### config.mk
export PLATFORM = sky130hd
export DESIGN_NAME = mm_task_arbiter
export DESIGN_NICKNAME = d
export VERILOG_FILES = /design/src/rtl/mm_task_arbiter.sv
export SDC_FILE = /design/constraint.sdc
export NUM_CORES = 1
export LEC_CHECK = 0
export BUFFER_PORTS_ARGS = -buffer_cell sky130_fd_sc_hd__buf_2
export CORE_UTILIZATION = 40
export CTS_BUF_LIST = sky130_fd_sc_hd__clkbuf_4
export DETAILED_ROUTE_END_ITERATION = 10
export PLACE_DENSITY_LB_ADDON = 0.1
export SLEW_MARGIN = 20
export SYNTH_ARGS = -nofsm -noshare
export SYNTH_HDL_FRONTEND = slang
export SYNTH_SLANG_ARGS = --single-unit
### constraint.sdc
create_clock -name clk -period 1.6 [get_ports clk]
set_clock_uncertainty 0.1 [all_clocks]
set_input_delay 0.48 -clock clk [delete_from_list [all_inputs] [get_ports clk]]
set_output_delay 0.48 -clock clk [all_outputs]
set_load 0.01 [all_outputs]
### src/rtl/mm_task_arbiter.sv
// mm_task_arbiter: shares one Montgomery engine between R requesters.
// Owners are picked round-robin, the engine is started with a one-cycle
// pulse, result words are routed back tagged with the owner index, and the
// task is closed with a done/err pulse. A watchdog bounds the RUN phase.
module mm_task_arbiter #(
  parameter int K       = 128,
  parameter int N       = 32,
  parameter int R       = 4,
  parameter int TIMEOUT = 4096,
  localparam int ID_W   = $clog2(R)
) (
  input  logic            clk,
  input  logic            rst_n,
  input  logic [R-1:0]    req,
  output logic [R-1:0]    gnt,
  output logic [R-1:0]    done,
  output logic            err,
  output logic            eng_task_req,
  input  logic            eng_task_grant,
  input  logic            eng_task_end,
  input  logic [K-1:0]    eng_task_res,
  output logic            res_valid,
  output logic [K-1:0]    res_data,
  output logic [ID_W-1:0] res_id,
  output logic            res_last,
  output logic            busy
);

  localparam int CNT_W = $clog2(N) + 1;
  localparam int WD_W  = $clog2(TIMEOUT + 1);

  // Word count that must carry the end marker for a well-formed task.
  localparam logic [CNT_W-1:0] LAST_IDX = CNT_W'(N - 1);
  // Watchdog value seen on the final permitted RUN cycle.
  localparam logic [WD_W-1:0]  WD_LAST  = WD_W'(TIMEOUT - 1);

  typedef enum logic [1:0] {
    S_IDLE  = 2'd0,
    S_ISSUE = 2'd1,
    S_RUN   = 2'd2,
    S_DONE  = 2'd3
  } state_e;

  state_e            state_q, state_d;
  logic [ID_W-1:0]   owner_q, owner_d;
  logic [ID_W-1:0]   last_owner_q, last_owner_d;
  logic [R-1:0]      gnt_q, gnt_d;
  logic [R-1:0]      done_q, done_d;
  logic              err_q, err_d;
  logic              eng_req_q, eng_req_d;
  logic              res_valid_q, res_valid_d;
  logic [K-1:0]      res_data_q, res_data_d;
  logic [ID_W-1:0]   res_id_q, res_id_d;
  logic              res_last_q, res_last_d;
  logic              busy_q, busy_d;
  logic [CNT_W-1:0]  cnt_q, cnt_d;
  logic [WD_W-1:0]   wdog_q, wdog_d;
  logic              sticky_q, sticky_d;

  logic              pick_valid_s;
  logic [ID_W-1:0]   pick_id_s;
  logic [ID_W-1:0]   cand_s;
  logic              end_hit_s;

  // Round-robin search over requesters starting just after the previous owner.
  always_comb begin
    pick_valid_s = 1'b0;
    pick_id_s    = '0;
    cand_s       = '0;
    for (int i = 1; i <= R; i++) begin
      cand_s = ID_W'((int'(last_owner_q) + i) % R);
      if (!pick_valid_s && req[cand_s]) begin
        pick_valid_s = 1'b1;
        pick_id_s    = cand_s;
      end else begin
        pick_id_s    = pick_id_s;
      end
    end
  end

  // Next-state and next-output computation for the task FSM.
  always_comb begin
    state_d      = state_q;
    owner_d      = owner_q;
    last_owner_d = last_owner_q;
    gnt_d        = gnt_q;
    done_d       = '0;
    err_d        = 1'b0;
    eng_req_d    = 1'b0;
    res_valid_d  = 1'b0;
    res_data_d   = res_data_q;
    res_id_d     = res_id_q;
    res_last_d   = 1'b0;
    cnt_d        = cnt_q;
    wdog_d       = wdog_q;
    sticky_d     = sticky_q;
    end_hit_s    = eng_task_grant & eng_task_end;

    case (state_q)
      S_IDLE: begin
        if (pick_valid_s) begin
          owner_d   = pick_id_s;
          gnt_d     = R'(1'b1) << pick_id_s;
          eng_req_d = 1'b1;
          state_d   = S_ISSUE;
        end else begin
          gnt_d     = '0;
        end
      end

      S_ISSUE: begin
        cnt_d    = '0;
        wdog_d   = '0;
        sticky_d = 1'b0;
        state_d  = S_RUN;
      end

      S_RUN: begin
        wdog_d = wdog_q + WD_W'(1);
        if (eng_task_grant) begin
          res_valid_d = 1'b1;
          res_data_d  = eng_task_res;
          res_id_d    = owner_q;
          cnt_d       = cnt_q + CNT_W'(1);
        end else begin
          res_valid_d = 1'b0;
        end

        if (end_hit_s) begin
          // Malformed when the end marker is not on word N, or words overflowed.
          res_last_d = 1'b1;
          done_d     = gnt_q;
          err_d      = sticky_q | (cnt_q != LAST_IDX);
          state_d    = S_DONE;
        end else if (wdog_q == WD_LAST) begin
          done_d     = gnt_q;
          err_d      = 1'b1;
          state_d    = S_DONE;
        end else begin
          state_d    = S_RUN;
        end

        // Word N arrived without the end marker: the task is already malformed.
        if (eng_task_grant && !eng_task_end && (cnt_q == LAST_IDX)) begin
          sticky_d = 1'b1;
        end else begin
          sticky_d = sticky_q;
        end
      end

      S_DONE: begin
        last_owner_d = owner_q;
        gnt_d        = '0;
        state_d      = S_IDLE;
      end

      default: begin
        gnt_d   = '0;
        state_d = S_IDLE;
      end
    endcase

    busy_d = (state_d != S_IDLE);
  end

  // FSM state and all registered outputs, synchronous active-low reset.
  always_ff @(posedge clk) begin
    if (!rst_n) begin
      state_q      <= S_IDLE;
      owner_q      <= '0;
      last_owner_q <= ID_W'(R - 1);
      gnt_q        <= '0;
      done_q       <= '0;
      err_q        <= 1'b0;
      eng_req_q    <= 1'b0;
      res_valid_q  <= 1'b0;
      res_data_q   <= '0;
      res_id_q     <= '0;
      res_last_q   <= 1'b0;
      busy_q       <= 1'b0;
      cnt_q        <= '0;
      wdog_q       <= '0;
      sticky_q     <= 1'b0;
    end else begin
      state_q      <= state_d;
      owner_q      <= owner_d;
      last_owner_q <= last_owner_d;
      gnt_q        <= gnt_d;
      done_q       <= done_d;
      err_q        <= err_d;
      eng_req_q    <= eng_req_d;
      res_valid_q  <= res_valid_d;
      res_data_q   <= res_data_d;
      res_id_q     <= res_id_d;
      res_last_q   <= res_last_d;
      busy_q       <= busy_d;
      cnt_q        <= cnt_d;
      wdog_q       <= wdog_d;
      sticky_q     <= sticky_d;
    end
  end

  assign gnt          = gnt_q;
  assign done         = done_q;
  assign err          = err_q;
  assign eng_task_req = eng_req_q;
  assign res_valid    = res_valid_q;
  assign res_data     = res_data_q;
  assign res_id       = res_id_q;
  assign res_last     = res_last_q;
  assign busy         = busy_q;

endmodule

==> metrics.md <==
| Metric | Value |
|---|---|
| DR top layer | met4 |
| Total power draw | 9700 uW |
| Number of synthesized register bits | 169 |
| CP Class | flop to primary output |
| Launch point of the worst path | res_data[13]$_SDFFE_PN0P_ |
| Fraction of layout cells with a size suffix above 1 | 46.7% |
| Register-to-Register Setup Slack | roughly 20 ps |
| Mapped Avg Cell Area | about 8.6 um2 |
| Setup ws final | -32.9 ps |
| Finished Core Util | between 60% and 70% |
| Worst Hold Launch | eng_task_res[23] |
| RSZ-0062 raised after global routing | true |
| Detailed-routing wirelength on met1 | 8.01 mm |
| Dpl cells | approximately 1200 |
| Tmin final | 1630 ps |
| Largest net degree at the start of global routing | 78 |
| Outcome | finished with violations |
| CP delay by family, top | flip-flops |
| Syn Nets | 896 |
| Final Setup Violations | 55 |
| Post-DP HPWL | 11.7 mm |
| Die height | 130 um |
| Number of global-route vias before repair | 5878 |
| Post-synth EDFFs | 0 |
| Worst-skew pair later-pin latency | 560 ps |
| Startpoint types | flop |
| Final GP Congestion | 0.736 |
| Worst Path Arrival | around 1100 ps |
| Routed WL | 19.4 mm |
| DRC Markers | 0 |
| Clock Path Buffers | 2 |
| Starting Density | 40.9% |
| Crit path buffers/inverters | 1 |
| CP peak stage delay | 380 ps |
| Port Buffers | about 280 |
| Fin nets | between 1000 and 1500 |
| Drt first pass iters | 4 |
| Syn Inst Count | around 750 |
| Pins over their slew limit | 0 |
| CP Capture Type | primary output |
| Clock sinks | 169 |
| Commonest non-fill, non-tap cells in the layout | nand2_1 (275), buf_6 (144), dfxtp_2 (142) |
| Met3 WL post-DR | about 1.2 mm |
| Max-cap violations | 0 |
| Max-slew headroom | between 70% and 80% |
| Top_reg_cell synth | dfxtp_1 |
| Area Overhead vs Synth | 67.4% |
| Via density | 4.62 |
| First-pass GRT wire length | between 20 and 30 mm |
| Worst min path class | input port to flop |
| I/O pins | 279 |
| DRT iter0 DRCs | roughly 260 |
| Overflow after GRT | 0 |
| FFs w/ async S/R, synth | 0% |
| Leakage | roughly 0.0045 uW |
| # rows | 46 |
| Mapped cell area | 6500 um2 |
| Critical Path Fanout Max | 2 |
| Final Hold Violating Endpoints | 0 |
| Worst-path cell chain | buf_6 |
| Failing checks | setup timing |
| Antenna viol nets, final | 0 |
| Worst slew pin tran | between 300 and 400 ps |
| Worst-path clk slew | approximately 160 ps |
| Clock Root Buffer | clkbuf_4 |
| WP data required | 1020 ps |
| Reg2reg start | state_q[0]$_SDFF_PN0_ |
| Met2 WL | slightly below 10 mm |
| Synth unique cells | 43 |
| CTS tree | built |
| Critical path's slowest cell | dfxtp_2 |
| Yosys warnings | 0 |
| Cell area power density | 891 nW/um2 |
| Die ar. | 16800 um2 |
| Initial antenna violation count | 1 |
| Post-Layout Cell Count | 1376 |
| Sequential share of the synthesized area | 52.0% |
| Core Region | roughly 16000 um2 |
| Routed wire per std cell | 14.1 um |
| H-tree depth | 4 |
| FMAX | approximately 0.61 GHz |
| Total CTS buffers | 17 |
| Die X | about 130 um |
| Maximum VDD drop | 0.000593 V |
| Tcrit/Tclk final | 102% |
| Most common cell after layout, fill and taps aside | nand2_1 |
| Gr usage total | 21.9% |
| Routed vias | 6352 |
path summary, 6_finish.rpt:
check,cells past startpoint,endpoint
setup / recovery,1,res_data[13]
hold / removal,3,res_data[23]$_SDFFE_PN0P_
setup reg to reg,7,res_data[96]$_SDFFE_PN0P_
hold reg to reg,2,res_data[120]$_SDFFE_PN0P_
synth_stat cells, types with 2 or more instances:
cell type | number | share of area, %
nor2b_1 | 7 | 0.67
clkbuf_1 | 29 | 1.7
mux2i_1 | 4 | 0.62
nor4_1 | 4 | 0.38
nand3_1 | 8 | 0.62
and3_1 | 2 | 0.19
dfxtp_1 | 169 | 52
nor2_1 | 19 | 1.1
a22o_1 | 2 | 0.27
nand2_1 | 275 | 16
xor2_1 | 5 | 0.67
buf_2 | 9 | 0.69
nand4_1 | 7 | 0.67
inv_1 | 6 | 0.35
nor3_1 | 2 | 0.15
a21oi_1 | 9 | 0.69
and2_1 | 4 | 0.38
ha_1 | 7 | 1.3
nor3b_1 | 4 | 0.46
xnor2_1 | 9 | 1.2
buf_4 | 11 | 1.3
or3_1 | 2 | 0.19
a21boi_0 | 131 | 15
o21ai_0 | 8 | 0.62
nand2b_1 | 2 | 0.19
through the flow:
step	worst slack, ps	hold WS, ps	instance area, um2	setup TNS [ps]
2_1_floorplan	-34.8	340	6510	-69.6
3_3_place_gp	-146	347	8400	-5310
3_5_place_dp	-166	352	8400	-7500
4_1_cts	-71.2	0.0964	10400	-7550
5_1_grt	-115	-7.76	10900	-12400
6_report	-32.9	52.2	10900	-777
sequential cells by signal (all words and copies together), names as in the netlist, 2 cells and up:
signal / cells
cnt_q: 6
done: 4
gnt: 4
last_owner_q: 2
owner_q: 2
res_data: 128
res_id: 2
state_q: 2
wdog_q: 13
metal layers:
layer	global-route usage [%]	vias to the layer above
met4	9.30	0
met2	36.6	174
met3	7.97	35
met1	25.4	2896
met5	0	-
li1	-	3247
area by class of cell:
class,instances,area (um2)
inverters,6,27.5
repair buffers,420,3770
well taps,216,270
fillers,1313,5000
diodes,3,7.51
flip-flops and latches,169,3560
multi-input cells,530,2970
clock buffers,18,135
clock inverters,14,146
worst min-delay path, cell delays in order:
cell and delay [ps]:
buf_2 100, nand2_1 40, a21boi_0 60
what timing repair did:
action                                  4_1_cts  5_1_grt
pin swaps                                     1        8
cloned                                        1        3
hold buffers                                 62       16
endpoints found under the hold margin        62       16
endpoints found under the setup margin      291      253
setup buffers                                 4       17
resized for setup                           294       49
report_power, final:
group | internal, uW | switching, uW
registers | 4540 | 200
logic | 1370 | 1080
clock network | 955 | 1560
total | 6860 | 2840
logic make-up after synthesis:
| group | synth area share [%] |
|---|---|
| XOR/XNOR | 1.89 |
| buffers and inverters | 3.98 |
| AND/OR/NAND/NOR | 22.5 |
| multiplexers | 0.616 |
| adder cells (fa/ha/maj) | 1.35 |
| AO/OA/AOI/OAI | 17.6 |
| flip-flops | 52.0 |
Power figures use the tool's default switching activity.
